$ cat config.mk
export PLATFORM = sky130hd
export DESIGN_NAME = reg_op_sequencer
export DESIGN_NICKNAME = d
export VERILOG_FILES = /design/src/rtl/reg_op_sequencer.sv
export SDC_FILE = /design/constraint.sdc
export NUM_CORES = 1
export LEC_CHECK = 0
export BUFFER_PORTS_ARGS = -buffer_cell sky130_fd_sc_hd__buf_2
export CAP_MARGIN = 15
export CORE_MARGIN = 2
export CORE_UTILIZATION = 34
export DETAILED_ROUTE_END_ITERATION = 16
export SYNTH_ARGS = -nofsm -noshare
export SYNTH_HDL_FRONTEND = slang
export SYNTH_SLANG_ARGS = --single-unit
$ cat constraint.sdc
create_clock -name Clk -period 3.1 [get_ports Clk]
set_input_delay 0.31 -clock Clk [delete_from_list [all_inputs] [get_ports Clk]]
set_output_delay 0.31 -clock Clk [all_outputs]
set_load 0.01 [all_outputs]
$ cat src/rtl/reg_op_sequencer.sv
// -----------------------------------------------------------------------------
// reg_op_sequencer
//
// Purpose:
//    Initiator side of a small register file's read/write port. Accepts one
//    MIPS R-type instruction per valid/ready handshake, presents the source
//    register addresses to the register file, consumes the read data that
//    returns one clock later, runs the ALU operation and writes the result
//    back. One instruction is in flight at a time:
//       IDLE -> READ -> EXEC -> WB -> IDLE
//    An illegal instruction leaves READ straight for IDLE with an Err pulse.
//
// Parameters:
//    DATA_W       register / data width
//    ADDR_W       register address width (low ADDR_W bits of rs/rt/rd used)
//
// Ports:
//    Clk          clock, all state updates on the rising edge
//    Reset        synchronous, active-high reset
//    InstrValid   instruction source has an instruction this cycle
//    Instruction  R-type word: op[31:26] rs[25:21] rt[20:16] rd[15:11] funct[5:0]
//    InstrReady   sequencer accepts an instruction this cycle
//    ReadReg1     register file read address 1 (rs of the held instruction)
//    ReadReg2     register file read address 2 (rt of the held instruction)
//    ReadData1    register file data 1, valid one clock after ReadReg1
//    ReadData2    register file data 2, same timing as ReadData1
//    RegWrite     register file write enable
//    WriteReg     register file write address (rd of the held instruction)
//    WriteData    registered ALU result
//    Done         one-cycle pulse: instruction written back
//    Err          one-cycle pulse: instruction rejected as illegal
// -----------------------------------------------------------------------------
module reg_op_sequencer #(
   parameter int DATA_W = 32,
   parameter int ADDR_W = 2
) (
   input  logic              Clk,
   input  logic              Reset,
   input  logic              InstrValid,
   input  logic [31:0]       Instruction,
   output logic              InstrReady,
   output logic [ADDR_W-1:0] ReadReg1,
   output logic [ADDR_W-1:0] ReadReg2,
   input  logic [DATA_W-1:0] ReadData1,
   input  logic [DATA_W-1:0] ReadData2,
   output logic              RegWrite,
   output logic [ADDR_W-1:0] WriteReg,
   output logic [DATA_W-1:0] WriteData,
   output logic              Done,
   output logic              Err
);

   // Supported R-type function codes
   localparam logic [5:0] FUNCT_ADD = 6'h20;
   localparam logic [5:0] FUNCT_SUB = 6'h22;
   localparam logic [5:0] FUNCT_AND = 6'h24;
   localparam logic [5:0] FUNCT_OR  = 6'h25;
   localparam logic [5:0] FUNCT_SLT = 6'h2A;

   // Bit positions of the register fields inside the instruction word
   localparam int RS_LSB = 21;
   localparam int RT_LSB = 16;
   localparam int RD_LSB = 11;

   typedef enum logic [1:0] {
      S_IDLE = 2'd0,
      S_READ = 2'd1,
      S_EXEC = 2'd2,
      S_WB   = 2'd3
   } state_t;

   state_t              state_q, state_d;
   logic [31:0]         ir_q,    ir_d;
   logic [DATA_W-1:0]   wdata_q, wdata_d;
   logic                done_q,  done_d;
   logic                err_q,   err_d;

   // Only part of the instruction word is decoded (shamt and the upper bits
   // of the register fields are don't-care); this sink keeps that explicit.
   logic                unused_ir_s;

   // ---------------------------------------------------------------------
   // Decode helpers
   // ---------------------------------------------------------------------

   // Legal means R-type opcode and one of the five implemented functions.
   function automatic logic is_legal(input logic [31:0] instr);
      logic legal;
      if (instr[31:26] != 6'd0) begin
         legal = 1'b0;
      end else begin
         case (instr[5:0])
            FUNCT_ADD, FUNCT_SUB, FUNCT_AND, FUNCT_OR, FUNCT_SLT: legal = 1'b1;
            default:                                             legal = 1'b0;
         endcase
      end
      return legal;
   endfunction

   // ALU: add/sub wrap silently; slt is a signed compare, zero-extended.
   function automatic logic [DATA_W-1:0] alu_result(
      input logic [5:0]        funct,
      input logic [DATA_W-1:0] op_a,
      input logic [DATA_W-1:0] op_b
   );
      logic [DATA_W-1:0] res;
      case (funct)
         FUNCT_ADD: res = op_a + op_b;
         FUNCT_SUB: res = op_a - op_b;
         FUNCT_AND: res = op_a & op_b;
         FUNCT_OR:  res = op_a | op_b;
         FUNCT_SLT: res = {{(DATA_W-1){1'b0}}, ($signed(op_a) < $signed(op_b))};
         default:   res = {DATA_W{1'b0}};
      endcase
      return res;
   endfunction

   // ---------------------------------------------------------------------
   // Next-state logic
   // ---------------------------------------------------------------------

   // Sequencer next state, instruction capture, result and status pulses.
   always_comb begin
      state_d = state_q;
      ir_d    = ir_q;
      wdata_d = wdata_q;
      done_d  = 1'b0;
      err_d   = 1'b0;

      case (state_q)
         S_IDLE: begin
            // InstrReady is high whenever we are here and Reset is low;
            // Reset is handled in the register block, so only valid matters.
            if (InstrValid) begin
               ir_d    = Instruction;
               state_d = S_READ;
            end else begin
               state_d = S_IDLE;
            end
         end

         S_READ: begin
            // Register file samples ReadReg1/2 at the end of this cycle.
            if (is_legal(ir_q)) begin
               state_d = S_EXEC;
            end else begin
               err_d   = 1'b1;
               state_d = S_IDLE;
            end
         end

         S_EXEC: begin
            // Read data is only guaranteed valid in this cycle, so the result
            // is captured here and held stable through WB.
            wdata_d = alu_result(ir_q[5:0], ReadData1, ReadData2);
            done_d  = 1'b1;
            state_d = S_WB;
         end

         S_WB: begin
            state_d = S_IDLE;
         end

         default: begin
            state_d = S_IDLE;
         end
      endcase
   end

   // ---------------------------------------------------------------------
   // State registers
   // ---------------------------------------------------------------------

   // Sequencer state and registered outputs with synchronous reset.
   always_ff @(posedge Clk) begin
      if (Reset) begin
         state_q <= S_IDLE;
         ir_q    <= 32'd0;
         wdata_q <= {DATA_W{1'b0}};
         done_q  <= 1'b0;
         err_q   <= 1'b0;
      end else begin
         state_q <= state_d;
         ir_q    <= ir_d;
         wdata_q <= wdata_d;
         done_q  <= done_d;
         err_q   <= err_d;
      end
   end

   // ---------------------------------------------------------------------
   // Outputs
   // ---------------------------------------------------------------------

   // Addresses come straight from the held instruction so they stay stable
   // from READ through WB without extra registers.
   assign ReadReg1  = ir_q[RS_LSB +: ADDR_W];
   assign ReadReg2  = ir_q[RT_LSB +: ADDR_W];
   assign WriteReg  = ir_q[RD_LSB +: ADDR_W];
   assign WriteData = wdata_q;
   assign Err       = err_q;

   // Reset gates the handshake and the write strobe immediately so that an
   // instruction caught mid-flight is dropped without touching the register
   // file. Done is gated the same way: no write, no completion.
   assign InstrReady = (state_q == S_IDLE) && !Reset;
   assign RegWrite   = (state_q == S_WB)   && !Reset;
   assign Done       = done_q              && !Reset;

   assign unused_ir_s = ^ir_q;

endmodule

; Yosys cells after proc, flatten, opt, wreduce, memory -nomap -nowiden
; Index checks and enable logic that the tools add are counted.
[classes]
addsub = 2
order_cmp = 1
n_eq_ne = 8
muxes = 9
n_bitwise = 3
reduce_logical = 9
[op_table]
columns = op, n
row1 = $pmux W32 S5, 1
row2 = $add A32 B32 Y32, 1
row3 = $and A32 B32 Y32, 1
row4 = $lt A32 B32 Y1, 1
row5 = $or A32 B32 Y32, 1
row6 = $sub A32 B32 Y32, 1
row7 = $eq A6 B6 Y1 const B, 5
row8 = $pmux W2 S4, 1
row9 = $mux W1, 6
row10 = $reduce_bool A6 Y1, 1
row11 = $reduce_or A5 Y1, 1
row12 = $eq A2 B2 Y1 const B, 2
row13 = $logic_and A1 B1 Y1, 3
row14 = $eq A2 B1 Y1 const B, 1
row15 = $logic_not A2 Y1, 1
row16 = $mux W2, 1
row17 = $reduce_and A2 Y1, 1
row18 = $reduce_or A2 Y1, 1
row19 = $logic_not A1 Y1, 1
row20 = $not A1 Y1, 1
[totals]
register_bits = 68
word_cells = 37

; Depth between registers and ports, before layout
[logic_depth]
depth_word = 7
mapped_depth = 12
depth_no_buf = 12

; Worst setup path after synthesis
; Ideal clock, no wire load.
[synth_path]
path_type = input to register
start = in ReadData1[3]
end = reg wdata_q[31], in the netlist WriteData[31]
setup_time_ps = 62
t_arrival_ps = 2531
setup_slack_ps = 508
path_stages = 12
path_cell_list = inv_1 ha_1 buf_6 nor3b_1 a211oi_2 a2111oi_4 nor3_2 o221ai_2 nor3_1 o311a_1 or4_1 nand3_1
[synth_between]
elab_chain_cells = 2
word_cells_on_any_way = 3
[synth_rtl]
columns = item, line_no
row1 = "start, declared", 44  ; input logic [DATA_W-1:0] ReadData1,
row2 = $sub A32 B32 Y32 / $add A32 B32 Y32 (equally long branches), "109, 108"
row3 = $pmux W32 S5 *, 107  ; case (funct)
row4 = "end signal, assigned", 179  ; wdata_q <= {DATA_W{1'b0}};
row5 = "end signal, assigned", 185  ; wdata_q <= wdata_d;
row6 = "end, declared", 74  ; logic [DATA_W-1:0] wdata_q, wdata_d;
; Every way passes the cells marked *; elsewhere a longest branch is shown, timed or not.
; A chain may end at the register's enable or synchronous reset.

; Final worst setup path
[layout_path]
start = in ReadData1[16]
end = reg wdata_q[30], in the netlist WriteData[30]
; Same word-level chain as after synthesis.

==> run summary <==
Slew Viols, Final - 0
Outcome - finished clean
Synth Warn # - 0
Clock tree buffer depth - 2
Drt first pass iters - 5
Worst vdd ir - 0.228 mV
Ant. Diodes - 0
F_max - 0.349 GHz
Min Clock Period, post-route - 2.86 ns
CP endpoint kind - flip-flop
ANT nets after route - 0
CP max stage cell - nor4_1
Largest family of logic cells by synthesized area - compound AO/OA/AOI/OAI gates
Vias per Instance - 5.51
Die width - 148 µm
Hpwl dp - 19.2 mm
Hold Buf Count CTS - 0
Critical path class - primary input to flip-flop
Nets - 1,314
Post_cts resized - 0
Final worst-path cycle share - 0.924
Final setup vio count - 0
Area growth from synthesis to layout - 18.2%
Switching pwr - 0.00101 W
Number of CTS-inserted buffers - 5
Internal - 0.00145 W
Worst-path clk slew - 0.08 ns
Data required, critical path - 3.28 ns
TritonCTS clock tree - done
Max incr delay on CP - 0.44 ns
Hold crit path type - primary input to flip-flop
IO Count - 141
P per Cell Area - 295 mW/mm²
Post-Place Cells - 1,373
Total Die Area - 0.0219 mm²
Die Ht - 148 µm
Max_slew headroom - 0.578
CP cell instances - buf_2 > inv_1 > ha_1 > and3_2 > nand3_2 > nor4_1 > buf_4 > o221ai_1 > a21boi_1 > o21ai_1 > o41ai_2 > xnor2_1 > o221ai_1
Lkg Pwr - 3.93 nW
Initial Util - 0.348
Clock Sinks - 54
Final Skew - 0.0150 ns
DRC Markers - 0
GRT Total Usage - 0.214
Setup ws final - 0.236 ns
Clk pwr share - 0.259
RSZ-0062 raised after global routing - false
Largest net degree at the start of global routing - 37
Avg Cell Area, Syn - 7.18 µm²
Std cell rows - 52
DR iter-0 viols - 633
Post-CTS setup buffer count - 0
Yosys reg bits - 54
First-pass GRT wire length - 38.1 mm
Worst-margin pin slew - 0.634 ns
Synth unique cells - 89
Switching part of the total - 0.409
# H-tree levels - 2
Mapped Cells - 982
Synth Area in Compound Gates - 0.339
Leading area contributor after synthesis - ha_1
Simple-gate share of the synthesized area - 0.187
Post-Route WL - 23.9 mm
Setup slack, reg-to-reg - 0.56 ns
Post-synthesis mux area share - 0.0184
Main flop type after synthesis - dfxtp_1
Maxcap violations - 0
Post-synthesis instance area - 0.00705 mm²
Later-pin clock latency in the skew report - 0.32 ns
GRT overflow - 0
FFs w/ async S/R, synth - 0
CP arrival - 3.05 ns
Setup TNS - 0 ns
Area contributors post-synth - ha_1 (18%), dfxtp_1 (15%), a21oi_1 (7.2%), inv_1 (5.5%), nor2_1 (4.7%)
Comb power frac - 0.447
Core area - 0.0203 mm²
Layout Cells excl Fill - 1,381
Synth Area in XOR/XNOR - 0.0137
Cell with the most instances after synthesis - inv_1
Setup WS pre-CTS - -0.0707 ns
Antenna violations before repair - 0
Vias in the first global route - 7,241
Post-synth top cells - inv_1 (104), ha_1 (103), a21oi_1 (102), nor2_1 (88), nand2_1 (85)
Post-Synth Adder-Cell Area - 0.188
CP Max Fanout - 4
Hold_ws - 0.232 ns
Routed WL per cell - 17.3 µm
Post-Syn Nets - 1,186
Routability Congestion - 0.918
Ratio of cells with drive above 1 in the final layout - 0.200
Post-synth EDFFs - 0
Worst path most repeated cell - o221ai_1
Register area share after synthesis - 0.153
Synth top area share - 0.183
Final Hold Fails - 0
Port Buffers - 126
Vias - 7,616
Power share of the sequential group - 0.294
Clock Tree Root - clkbuf_16
Critical Path Source Type - primary input
-- path summary, 6_finish.rpt --
| path | from | to | depth (start not counted) |
|---|---|---|---|
| hold / removal | Instruction[2] | ir_q[2]$_SDFFE_PP0P_ | 3 |
| setup reg to reg | ir_q[4]$_SDFFE_PP0P_ | WriteData[28]$_SDFFE_PP0P_ | 8 |
| setup / recovery | ReadData1[16] | WriteData[30]$_SDFFE_PP0P_ | 13 |
| hold reg to reg | ir_q[27]$_SDFFE_PP0P_ | ir_q[27]$_SDFFE_PP0P_ | 2 |
-- cell families after synthesis --
| kind of cell | after synthesis |
|---|---|
| compound gates | 346 |
| xor+xnor | 11 |
| fa+ha+maj | 105 |
| buf+inv | 174 |
| flops | 54 |
| mux | 13 |
| simple gates | 279 |
-- metrics by stage --
| stage | total power [W] | cell area (µm²) | util |
|---|---|---|---|
| detailed placement | 0.00182 | 8180 | 0.403 |
| global placement | 0.00181 | 8180 | 0.403 |
| floorplan | 0.00145 | 7050 | - |
| finish | 0.00246 | 8340 | 0.411 |
| global route | 0.00262 | 8340 | 0.411 |
| CTS | 0.00246 | 8340 | 0.411 |
-- flip-flops by register name, indices dropped and copies added (netlist names), named ones only --
register,flops
Err,1
done_q,1
WriteData,32
state_q,1
ir_q,18
-- critical path: cells and delay by family --
family          cells  cell delay (ns)
compound gates      5             1.17
xor+xnor            1             0.17
fa+ha+maj           1             0.32
buf+inv             3             0.33
simple gates        3             0.75
-- power groups by stage --
stage	sequential [W]	clock, W	combinational (W)
2_1_floorplan	0.000737	0	0.000717
3_3_place_gp	0.000739	0	0.00107
3_5_place_dp	0.000740	0	0.00108
4_1_cts	0.000723	0.000656	0.00108
5_1_grt	0.000726	0.000684	0.00121
6_report	0.000723	0.000638	0.00110
-- placed cells by master, fill, tap and decap left out, types with 24 or more instances in the layout --
| master | netlist | final |
|---|---|---|
| nor2_1 | 88 | 88 |
| buf_2 | 10 | 126 |
| nor3_1 | 24 | 24 |
| inv_1 | 104 | 104 |
| o21ai_0 | 45 | 45 |
| dfxtp_1 | 54 | 53 |
| ha_1 | 103 | 103 |
| nand2_1 | 85 | 85 |
| a21oi_1 | 102 | 102 |
| buf_4 | 8 | 59 |
-- layer usage --
layer	track usage	part of all wire	vias up	routed length, µm
met5	0	0	-	0
met4	0.0429	0.013	0	314
met1	0.301	0.47	3556	11400
met2	0.338	0.44	259	10600
met3	0.0469	0.069	28	1660
li1	-	-	3773	-
-- area by class of cell --
cell class              instances  area, µm²
well taps                     270        338
clock buffers                   5        125
repair buffers                185       1070
fillers                      2199      12000
clock inverters                 3       28.8
multi-input cells             754       5280
inverters                     110        413
flip-flops and latches         54       1080
No activity file was read; power rests on OpenSTA's default activity.
